--- src/rtl/scr1_pipe_mul_ctrl_pkg.sv ---
// Shared types for the multiplier sequencer: opcode and FSM encodings,
// operand width and the operand sign / cache class helpers.
package scr1_mul_pkg;

    localparam int SCR1_MUL_DIN_W = 33;

    typedef enum logic [1:0] {
        SCR1_MUL_OP_MUL    = 2'd0,
        SCR1_MUL_OP_MULH   = 2'd1,
        SCR1_MUL_OP_MULHSU = 2'd2,
        SCR1_MUL_OP_MULHU  = 2'd3
    } type_scr1_mul_op_e;

    typedef enum logic [2:0] {
        SCR1_MUL_FSM_IDLE,
        SCR1_MUL_FSM_START,
        SCR1_MUL_FSM_BUSY,
        SCR1_MUL_FSM_RESP,
        SCR1_MUL_FSM_DRAIN
    } type_scr1_mul_ctrl_fsm_e;

    // Operations with the same sign treatment produce the same 64-bit product
    typedef enum logic [1:0] {
        SCR1_MUL_CLS_UU,
        SCR1_MUL_CLS_SS,
        SCR1_MUL_CLS_SU
    } type_scr1_mul_cls_e;

    function automatic logic [1:0] scr1_mul_signs(input type_scr1_mul_op_e op,
                                                  input logic op1_msb,
                                                  input logic op2_msb);
        case (op)
            SCR1_MUL_OP_MULH:   return {op1_msb, op2_msb};
            SCR1_MUL_OP_MULHSU: return {op1_msb, 1'b0};
            default:            return 2'b00;
        endcase
    endfunction

    function automatic type_scr1_mul_cls_e scr1_mul_cls(input type_scr1_mul_op_e op);
        case (op)
            SCR1_MUL_OP_MULH:   return SCR1_MUL_CLS_SS;
            SCR1_MUL_OP_MULHSU: return SCR1_MUL_CLS_SU;
            default:            return SCR1_MUL_CLS_UU;
        endcase
    endfunction

endpackage

--- src/rtl/scr1_pipe_mul_ctrl_if.sv ---
// EXU-side and multiplier-side signals of the multiply sequencer.
// slave: the controller; master: the EXU plus the multiplier around it.
interface scr1_pipe_mul_ctrl_if;
    import scr1_mul_pkg::*;

    logic                      exu_req_i;
    logic [1:0]                exu_op_i;
    logic [31:0]               exu_op1_i;
    logic [31:0]               exu_op2_i;
    logic                      exu_kill_i;
    logic                      exu_rdy_o;
    logic                      exu_res_vd_o;
    logic [31:0]               exu_res_o;
    logic                      exu_res_ack_i;
    logic                      err_o;
    logic [SCR1_MUL_DIN_W-1:0] mul_din1_o;
    logic [SCR1_MUL_DIN_W-1:0] mul_din2_o;
    logic                      mul_valid_o;
    logic [31:0]               mul_hi_i;
    logic [31:0]               mul_lo_i;
    logic                      mul_rdy_i;
    logic                      mul_done_o;

    modport slave (
        input  exu_req_i, exu_op_i, exu_op1_i, exu_op2_i, exu_kill_i, exu_res_ack_i,
        input  mul_hi_i, mul_lo_i, mul_rdy_i,
        output exu_rdy_o, exu_res_vd_o, exu_res_o, err_o,
        output mul_din1_o, mul_din2_o, mul_valid_o, mul_done_o
    );

    modport master (
        output exu_req_i, exu_op_i, exu_op1_i, exu_op2_i, exu_kill_i, exu_res_ack_i,
        output mul_hi_i, mul_lo_i, mul_rdy_i,
        input  exu_rdy_o, exu_res_vd_o, exu_res_o, err_o,
        input  mul_din1_o, mul_din2_o, mul_valid_o, mul_done_o
    );
endinterface

--- src/rtl/scr1_pipe_mul_ctrl_res_cache.sv ---
// Single-entry cache of the last completed multiply (operands, sign class, 64-bit product).
// Only instantiated when SCR1_MUL_RES_CACHE_EN is defined.
module scr1_mul_res_cache
    import scr1_mul_pkg::*;
(
    input  logic              clk,
    input  logic              rstn,
    input  type_scr1_mul_op_e lk_op,
    input  logic [31:0]       lk_op1,
    input  logic [31:0]       lk_op2,
    output logic              lk_hit,
    output logic [31:0]       lk_res,
    input  logic              wr_en,
    input  type_scr1_mul_op_e wr_op,
    input  logic [31:0]       wr_op1,
    input  logic [31:0]       wr_op2,
    input  logic [31:0]       wr_hi,
    input  logic [31:0]       wr_lo
);
    logic               vld_reg;
    type_scr1_mul_cls_e cls_reg;
    logic [31:0]        op1_reg;
    logic [31:0]        op2_reg;
    logic [31:0]        hi_reg;
    logic [31:0]        lo_reg;

    always_ff @(posedge clk or negedge rstn) begin
        if (!rstn) begin
            vld_reg <= 1'b0;
            cls_reg <= SCR1_MUL_CLS_UU;
            op1_reg <= '0;
            op2_reg <= '0;
            hi_reg  <= '0;
            lo_reg  <= '0;
        end else if (wr_en) begin
            vld_reg <= 1'b1;
            cls_reg <= scr1_mul_cls(wr_op);
            op1_reg <= wr_op1;
            op2_reg <= wr_op2;
            hi_reg  <= wr_hi;
            lo_reg  <= wr_lo;
        end
    end

    assign lk_hit = vld_reg && (cls_reg == scr1_mul_cls(lk_op))
                 && (op1_reg == lk_op1) && (op2_reg == lk_op2);
    assign lk_res = (lk_op == SCR1_MUL_OP_MUL) ? lo_reg : hi_reg;

endmodule

--- src/rtl/scr1_pipe_mul_ctrl.sv ---
// Sequencer between the EXU and the iterative multiplier: operand build, handshake,
// kill/drain and hang watchdog. Optional result cache: SCR1_MUL_RES_CACHE_EN.
module scr1_pipe_mul_ctrl
    import scr1_mul_pkg::*;
#(
    parameter int WDT_CYCLES = 31
) (
    input  logic                clk,
    input  logic                rstn,
    scr1_pipe_mul_ctrl_if.slave bus
);
    localparam bit             WDT_EN   = (WDT_CYCLES > 0);
    localparam int             WDT_W    = (WDT_CYCLES > 1) ? $clog2(WDT_CYCLES) : 1;
    localparam logic [WDT_W-1:0] WDT_LAST = WDT_W'((WDT_CYCLES > 0) ? WDT_CYCLES - 1 : 0);

    type_scr1_mul_ctrl_fsm_e   state_reg, state_next;
    type_scr1_mul_op_e         op_reg, op_next, req_op;
    logic [SCR1_MUL_DIN_W-1:0] din1_reg, din1_next, din2_reg, din2_next;
    logic [31:0]               res_reg, res_next;
    logic [WDT_W-1:0]          wdt_cnt_reg, wdt_cnt_next;
    logic                      err_reg, err_next;
    logic [1:0]                req_signs;
    logic                      wdt_hit;
    logic                      cache_hit, cache_wr;
    logic [31:0]               cache_res;
    logic                      rdy, res_vd, mul_valid, mul_done;

    assign req_op    = type_scr1_mul_op_e'(bus.exu_op_i);
    assign req_signs = scr1_mul_signs(req_op, bus.exu_op1_i[31], bus.exu_op2_i[31]);
    assign wdt_hit   = WDT_EN && (wdt_cnt_reg == WDT_LAST);

    always_ff @(posedge clk or negedge rstn) begin
        if (!rstn) begin
            state_reg   <= SCR1_MUL_FSM_IDLE;
            op_reg      <= SCR1_MUL_OP_MUL;
            din1_reg    <= '0;
            din2_reg    <= '0;
            res_reg     <= '0;
            wdt_cnt_reg <= '0;
            err_reg     <= 1'b0;
        end else begin
            state_reg   <= state_next;
            op_reg      <= op_next;
            din1_reg    <= din1_next;
            din2_reg    <= din2_next;
            res_reg     <= res_next;
            wdt_cnt_reg <= wdt_cnt_next;
            err_reg     <= err_next;
        end
    end

    always_comb begin
        state_next   = state_reg;
        op_next      = op_reg;
        din1_next    = din1_reg;
        din2_next    = din2_reg;
        res_next     = res_reg;
        err_next     = err_reg;
        wdt_cnt_next = '0;
        rdy          = 1'b0;
        res_vd       = 1'b0;
        mul_valid    = 1'b0;
        mul_done     = 1'b0;
        cache_wr     = 1'b0;
        case (state_reg)
            SCR1_MUL_FSM_IDLE: begin
                rdy = 1'b1;
                if (bus.exu_req_i && !bus.exu_kill_i) begin
                    op_next   = req_op;
                    din1_next = {req_signs[1], bus.exu_op1_i};
                    din2_next = {req_signs[0], bus.exu_op2_i};
                    if (cache_hit) begin
                        res_next   = cache_res;
                        state_next = SCR1_MUL_FSM_RESP;
                    end else begin
                        state_next = SCR1_MUL_FSM_START;
                    end
                end
            end
            SCR1_MUL_FSM_START: begin
                // The multiplier is committed once valid is issued, so a kill must drain it
                mul_valid  = 1'b1;
                state_next = bus.exu_kill_i ? SCR1_MUL_FSM_DRAIN : SCR1_MUL_FSM_BUSY;
            end
            SCR1_MUL_FSM_BUSY: begin
                if (bus.mul_rdy_i) begin
                    mul_done   = 1'b1;
                    cache_wr   = 1'b1;
                    res_next   = (op_reg == SCR1_MUL_OP_MUL) ? bus.mul_lo_i : bus.mul_hi_i;
                    state_next = bus.exu_kill_i ? SCR1_MUL_FSM_IDLE : SCR1_MUL_FSM_RESP;
                end else if (wdt_hit) begin
                    err_next   = 1'b1;
                    state_next = SCR1_MUL_FSM_IDLE;
                end else begin
                    wdt_cnt_next = wdt_cnt_reg + 1'b1;
                    if (bus.exu_kill_i) state_next = SCR1_MUL_FSM_DRAIN;
                end
            end
            SCR1_MUL_FSM_RESP: begin
                res_vd = 1'b1;
                if (bus.exu_res_ack_i || bus.exu_kill_i) state_next = SCR1_MUL_FSM_IDLE;
            end
            SCR1_MUL_FSM_DRAIN: begin
                if (bus.mul_rdy_i) begin
                    mul_done   = 1'b1;
                    state_next = SCR1_MUL_FSM_IDLE;
                end else if (wdt_hit) begin
                    err_next   = 1'b1;
                    state_next = SCR1_MUL_FSM_IDLE;
                end else begin
                    wdt_cnt_next = wdt_cnt_reg + 1'b1;
                end
            end
            default: state_next = SCR1_MUL_FSM_IDLE;
        endcase
    end

`ifdef SCR1_MUL_RES_CACHE_EN
    scr1_mul_res_cache i_res_cache (
        .clk    (clk),
        .rstn   (rstn),
        .lk_op  (req_op),
        .lk_op1 (bus.exu_op1_i),
        .lk_op2 (bus.exu_op2_i),
        .lk_hit (cache_hit),
        .lk_res (cache_res),
        .wr_en  (cache_wr),
        .wr_op  (op_reg),
        .wr_op1 (din1_reg[31:0]),
        .wr_op2 (din2_reg[31:0]),
        .wr_hi  (bus.mul_hi_i),
        .wr_lo  (bus.mul_lo_i)
    );
`else
    logic unused_cache_wr;
    assign unused_cache_wr = cache_wr;
    assign cache_hit       = 1'b0;
    assign cache_res       = '0;
`endif

    assign bus.exu_rdy_o    = rdy;
    assign bus.exu_res_vd_o = res_vd;
    assign bus.exu_res_o    = res_reg;
    assign bus.err_o        = err_reg;
    assign bus.mul_din1_o   = din1_reg;
    assign bus.mul_din2_o   = din2_reg;
    assign bus.mul_valid_o  = mul_valid;
    assign bus.mul_done_o   = mul_done;

endmodule

--- src/flat_wrapper.sv ---
// flat-port wrapper written by rule: the top's interface ports become plain ports
module scr1_pipe_mul_ctrl_flat import scr1_mul_pkg::*;
#(
    parameter int WDT_CYCLES = 31
)
  (clk, rstn, bus_exu_req_i, bus_exu_op_i, bus_exu_op1_i, bus_exu_op2_i, bus_exu_kill_i, bus_exu_res_ack_i, bus_mul_hi_i, bus_mul_lo_i, bus_mul_rdy_i, bus_exu_rdy_o, bus_exu_res_vd_o, bus_exu_res_o, bus_err_o, bus_mul_din1_o, bus_mul_din2_o, bus_mul_valid_o, bus_mul_done_o);
  scr1_pipe_mul_ctrl_if bus_i ();
  input  logic clk;
  input  logic rstn;
  input wire logic [$bits(bus_i.exu_req_i)-1:0] bus_exu_req_i;
  input wire logic [$bits(bus_i.exu_op_i)-1:0] bus_exu_op_i;
  input wire logic [$bits(bus_i.exu_op1_i)-1:0] bus_exu_op1_i;
  input wire logic [$bits(bus_i.exu_op2_i)-1:0] bus_exu_op2_i;
  input wire logic [$bits(bus_i.exu_kill_i)-1:0] bus_exu_kill_i;
  input wire logic [$bits(bus_i.exu_res_ack_i)-1:0] bus_exu_res_ack_i;
  input wire logic [$bits(bus_i.mul_hi_i)-1:0] bus_mul_hi_i;
  input wire logic [$bits(bus_i.mul_lo_i)-1:0] bus_mul_lo_i;
  input wire logic [$bits(bus_i.mul_rdy_i)-1:0] bus_mul_rdy_i;
  output wire logic [$bits(bus_i.exu_rdy_o)-1:0] bus_exu_rdy_o;
  output wire logic [$bits(bus_i.exu_res_vd_o)-1:0] bus_exu_res_vd_o;
  output wire logic [$bits(bus_i.exu_res_o)-1:0] bus_exu_res_o;
  output wire logic [$bits(bus_i.err_o)-1:0] bus_err_o;
  output wire logic [$bits(bus_i.mul_din1_o)-1:0] bus_mul_din1_o;
  output wire logic [$bits(bus_i.mul_din2_o)-1:0] bus_mul_din2_o;
  output wire logic [$bits(bus_i.mul_valid_o)-1:0] bus_mul_valid_o;
  output wire logic [$bits(bus_i.mul_done_o)-1:0] bus_mul_done_o;
  assign bus_i.exu_req_i = bus_exu_req_i;
  assign bus_i.exu_op_i = bus_exu_op_i;
  assign bus_i.exu_op1_i = bus_exu_op1_i;
  assign bus_i.exu_op2_i = bus_exu_op2_i;
  assign bus_i.exu_kill_i = bus_exu_kill_i;
  assign bus_i.exu_res_ack_i = bus_exu_res_ack_i;
  assign bus_i.mul_hi_i = bus_mul_hi_i;
  assign bus_i.mul_lo_i = bus_mul_lo_i;
  assign bus_i.mul_rdy_i = bus_mul_rdy_i;
  assign bus_exu_rdy_o = bus_i.exu_rdy_o;
  assign bus_exu_res_vd_o = bus_i.exu_res_vd_o;
  assign bus_exu_res_o = bus_i.exu_res_o;
  assign bus_err_o = bus_i.err_o;
  assign bus_mul_din1_o = bus_i.mul_din1_o;
  assign bus_mul_din2_o = bus_i.mul_din2_o;
  assign bus_mul_valid_o = bus_i.mul_valid_o;
  assign bus_mul_done_o = bus_i.mul_done_o;
  scr1_pipe_mul_ctrl #(.WDT_CYCLES(WDT_CYCLES)) u_core (.clk(clk), .rstn(rstn), .bus(bus_i));
endmodule
--- config.mk ---
export PLATFORM = sky130hd
export DESIGN_NAME = scr1_pipe_mul_ctrl_flat
export DESIGN_NICKNAME = d
export VERILOG_FILES = /design/src/rtl/scr1_pipe_mul_ctrl_pkg.sv /design/src/rtl/scr1_pipe_mul_ctrl_if.sv /design/src/rtl/scr1_pipe_mul_ctrl_res_cache.sv /design/src/rtl/scr1_pipe_mul_ctrl.sv /design/src/flat_wrapper.sv
export SDC_FILE = /design/constraint.sdc
export NUM_CORES = 1
export LEC_CHECK = 0
export CORE_ASPECT_RATIO = 1.5
export CORE_MARGIN = 1
export CORE_UTILIZATION = 40
export CTS_CLUSTER_SIZE = 16
export DETAILED_ROUTE_END_ITERATION = 8
export PLACE_DENSITY = 0.84
export SKIP_CTS_REPAIR_TIMING = 1
export SLEW_MARGIN = 25
export SYNTH_ARGS = -nofsm -noshare
export SYNTH_HDL_FRONTEND = slang
export SYNTH_HIERARCHICAL = 1
export SYNTH_SLANG_ARGS = --single-unit
--- constraint.sdc ---
create_clock -name clk -period 1.65 [get_ports clk]
set_input_delay 0.495 -clock clk [delete_from_list [all_inputs] [get_ports clk]]
set_output_delay 0.495 -clock clk [all_outputs]
set_load 0.02 [all_outputs]
After elaboration in Yosys (flattened, before gate mapping)
Cells that the tools add are included.
- add/sub/neg operators: 1
- multipliers: 0
- div/mod/pow operators: 0
- order comparisons: 0
- eq/ne operators: 11
- shift operators: 0
- mux-type cells: 20
- bitwise operators: 1
- reduce and logical (&&, ||, !) cells: 10
- operators with widths (operator ; number):
    32-bit two-way mux ; 1
    3-bit two-way mux ; 8
    5-bit two-way mux ; 3
    3-bit one-hot mux with 5 select lines ; 1
    3-bit by 2-bit == test with 1-bit output, second input constant ; 2
    5-bit by 1-bit adder with 5-bit output, second input constant ; 1
    5-bit == test, second input constant ; 1
    1-bit two-way mux ; 5
    2-bit by 1-bit inequality test with 1-bit output, second input constant ; 2
    4-bit by 3-bit inequality test with 1-bit output, second input constant ; 1
    2-bit one-hot mux with 2 select lines ; 1
    2-bit AND reduction ; 2
    4-bit AND reduction ; 1
    3-bit by 1-bit == test with 1-bit output, second input constant ; 1
    3-bit == test, second input constant ; 1
    3-bit zero test ; 1
    3-bit by 2-bit inequality test with 1-bit output, second input constant ; 1
    3-bit AND reduction ; 1
    2-bit by 1-bit == test with 1-bit output, second input constant ; 1
    2-bit == test, second input constant ; 1
    2-bit zero test ; 1
    2-bit two-way mux ; 1
    2-bit OR reduction ; 1
    1-bit logical AND ; 1
    3 further kinds ; 3
- flip-flop bits (word level): 109
- bits in latches: 0
- RAM bits: 0
- ROM bits: 0
- input port bits: 136
- logic and storage cells: 50
- memories: 0

Longest topological paths before layout
Gate-level depths: netlist (run 1).
- depth after elaboration: 4
- gate-level depth with buffers: 7

Worst setup path before layout (run 1)
No wires, ideal clock.
- path type: register to output
- start point: register u_core.state_reg[1]
- end point: output bus_mul_done_o
- arrival time: 1.234 ns
- data required time: 1.155 ns
- slack: -0.079 ns
- stages on the path, launching flop included: 4
- path through: dfrtp_1 clkbuf_2 nand2b_1 a211oi_1
- cells in the longest elaborated chain, start to end: 3
- elaborated cells on any way between the ends: 4
- RTL lines (item ; RTL line ; source):
    from (decl) ; scr1_pipe_mul_ctrl.sv:16 ; type_scr1_mul_ctrl_fsm_e state_reg, state_next;
    from (signal assigned) ; scr1_pipe_mul_ctrl.sv:42 ; state_reg <= state_next;
    3-bit by 2-bit == test with 1-bit output or 3-bit == test (tied branches) ; scr1_pipe_mul_ctrl.sv:65 ; case (state_reg)
    2-bit OR reduction (no line) * ; -- ;
    1-bit two-way mux * ; -- ;
    to (decl) ; flat_wrapper.sv:26 ; output wire logic [$bits(bus_i.mul_done_o)-1:0] bus_mul_done_o;
Mark *: on every way between the ends. The rest lies on a longest branch, timed or not.

Worst setup path in the final report (run 1)
- start point: register u_core.state_reg[1]
- end point: output bus_mul_valid_o
- cells in the longest elaborated chain, start to end: 2
- RTL lines (item ; RTL line ; source):
    3-bit by 1-bit == test with 1-bit output ; scr1_pipe_mul_ctrl.sv:65 ;
    1-bit two-way mux ; scr1_pipe_mul_ctrl.sv:65 ;
    to (decl) ; flat_wrapper.sv:25 ; output wire logic [$bits(bus_i.mul_valid_o)-1:0] bus_mul_valid_o;
Every way passes these cells.

==> results_dict.tcl, run 1 <==
set metrics [dict create \
    diodes 0 \
    synth.lib_cells_used.distinct 31 \
    worstSetupPathType "reg2out" \
    route.vias.total 3865 \
    htree_levels 3 \
    final_layout_size_suffix_gt1_share_pct 19.3 \
    grt_pass1_vias 3904 \
    max_freq_mhz 543 \
    holdCritPathClass "in2async" \
    pre_cts_ws_ps -695 \
    utilization_pct 75.1 \
    p_leak_nw 4.53 \
    finalHoldViolCount 0 \
    detailed_place_hpwl_mm 9.12 \
    place.gp.congestion 0.784 \
    numPortBuffers 238 \
    synth-warning-count 6 \
    most-common-layout-cells "133 x sky130_fd_sc_hd__clkdlybuf4s50_1, 107 x sky130_fd_sc_hd__dfrtp_1, 100 x sky130_fd_sc_hd__dlymetal6s2s_1" \
    syn-num-nets 490 \
    syn-mean-instance-area_um2 13.1 \
    compound_gate_portion_of_the_synthesized_area_pct 5.35 \
    signed_area_change_from_the_synthesized_netlist_to_the_final_layout_pct 82.3 \
    cts_sinks 109 \
    largest_family_of_logic_cells_by_synthesized_area "multiplexers" \
    overflow 0 \
    grt_pass1_wl_mm 18.2 \
    setup.worst_path.start_class "flip-flop" \
    worst_slew_pin_slew_ps 443 \
    vias_per_cell 4.99 \
    grt_max_degree 65 \
    crit_arrival_ps 1350 \
    hold_slack_ps 101 \
    synthesis.area_um2 4580 \
    io_pins 239 \
    crit_required_ps 1150 \
    routed_wire_length_per_instance_um 19.3 \
    layout.cells.most_common "sky130_fd_sc_hd__clkdlybuf4s50_1" \
    worstPathMaxFanout 6 \
    dieArea_um2 11900 \
    stdcell_area_um2 8350 \
    post-route-period-util_pct 112 \
    cts_buffer_count 9 \
    place_area_um2 7270 \
    post-route-worst-setup-slack_ps -193 \
    yosys.area_share.xor_xnor_pct 0.574 \
    grt_util_all_layers_pct 20.2 \
    mapped_cells 350 \
    rsz0062_at_grt "yes" \
    design_power_total_w 0.0152 \
    final_setup_violation_count 72 \
    failed_checks "negative setup slack" \
    ys_ff_latch 109 \
    detail_route.first_pass.iterations 4 \
    critical_path.endpoint_type "primary output" \
    final.min_clock_period_ps 1840 \
    pwr_cell_area_nw_per_um2 1820 \
    relSlewSlack_pct 70.4 \
    run_status "finished, violations left" \
    rows 47 \
    clock_latency_ps 340 \
    detail_route.iter0.violations 91 \
    synth.mux.area_fraction_pct 22.9 \
    final_antenna_net_count 0 \
    synth_adder_area_share_pct 1.09 \
    yosys.area_share.simple_pct 6.88 \
    vdd.ir_drop.worst_mv 1.01 \
    initial_core_util_pct 41.2 \
    number_of_antenna_violations_at_the_first_check_in_global_routing 0 \
    routed_wirelength_mm 15.0 \
    cts_tree "built" \
    remaining_drc_errors 0 \
    slew_viol_final 0 \
    die_w_um 89.4 \
    cts-root-buf "sky130_fd_sc_hd__clkbuf_16" \
    chipHeight_um 133 \
    skew_ps 10.6 \
    cts.path.max_buffers 2 \
    core_area_um2 11100 \
    drv.max_cap_violation_count 0 \
    clkTransAtPathRegs_ps 70 \
    yosysSeqAreaShare_pct 59.5 \
    design.final.nets 763 \
]
==> critical path, stage by stage, from the launching register on <==
cell and delay [ps]:
sky130_fd_sc_hd__dfrtp_2 470, sky130_fd_sc_hd__nor2b_1 190, sky130_fd_sc_hd__nor2b_2 200, sky130_fd_sc_hd__buf_4 160
==> synth_stat cells, drive strengths merged <==
cell	n	area, um^2
mux2i	32	320
buf	18	136
nand4b	1	8.76
dfrtp	109	2730
mux2	64	728
a21oi	35	175
and2	1	6.26
a211oi	2	15.0
nand2b	4	25.0
ha	4	50.1
clkbuf	1	5.00
and4	1	8.76
nor2b	3	18.8
a21o	1	7.51
xnor2	1	8.76
nand2	5	18.8
xor2	2	17.5
o211ai	1	7.51
nor2	41	166
nor3	3	20.0
inv	7	26.3
nand3	6	42.5
o21ai	8	40.0
==> kinds of logic after synthesis <==
logic type,after synthesis
AOI/OAI and AO/OA,47
xor gates and xnor gates,3
adders and majority gates,4
buffers and inverters,26
DFF,109
muxes,96
and+or+nand+nor,65
==> per-layer routing <==
layer	global-route usage, %	routed length [um]	vias to the layer above
li1	-	-	1759
met3	5.24	908	36
met5	0	0	-
met2	37.5	8350	178
met4	8.38	490	0
met1	20.5	5210	1892
==> where the power goes <==
part	leakage [nW]	internal [W]	switching (W)
sequential	1.29	0.00397	0.000730
clock	0.143	0.00119	0.000976
combinational	3.10	0.00435	0.00400
total	4.53	0.00951	0.00571
==> path summary, 6_finish.rpt <==
kind                                     startpoint  slack (ps)                        end  depth (start not counted)
worst max-delay path            u_core/state_reg[1]        -190            bus_mul_valid_o                          3
worst min-delay path                           rstn         100  u_core/bus.mul_din2_o[10]                          1
worst max register to register  u_core/state_reg[1]        -170  u_core/bus.mul_din2_o[10]                          6
worst min register to register     u_core/bus.err_o         470           u_core/bus.err_o                          1
max in group asynchronous                      rstn         970   u_core/bus.mul_din2_o[6]                          2
min in group clk                   u_core/bus.err_o         470           u_core/bus.err_o                          1
==> cell type report <==
cell class / instances / area [um^2]
Multi-Input combinational cell: 216 / 1900
Sequential cell: 109 / 2730
Tap cell: 147 / 184
Clock buffer: 10 / 229
Timing Repair Buffer: 280 / 3210
Inverter: 7 / 26.3
Clock inverter: 6 / 68.8
Fill cell: 653 / 2770
==> per-stage QoR <==
stage | cells | TNS [ps]
floorplan | 350 | 0
global placement | 739 | -26830
detailed placement | 739 | -30730
CTS | 755 | -19700
global route | 775 | -12840
finish | 775 | -9250
Note: power is estimated with default switching activity, not from simulation.
==> run 2: changes to the inputs <==
--- a/config.mk
+++ b/config.mk
@@ -6,7 +6,6 @@
 export NUM_CORES = 1
 export LEC_CHECK = 0
 export CORE_ASPECT_RATIO = 1.5
-export CORE_MARGIN = 1
 export CORE_UTILIZATION = 40
 export CTS_CLUSTER_SIZE = 16
 export DETAILED_ROUTE_END_ITERATION = 8
==> results of run 2 <==
Final layout, timing and power as in run 1 (identical DEF).
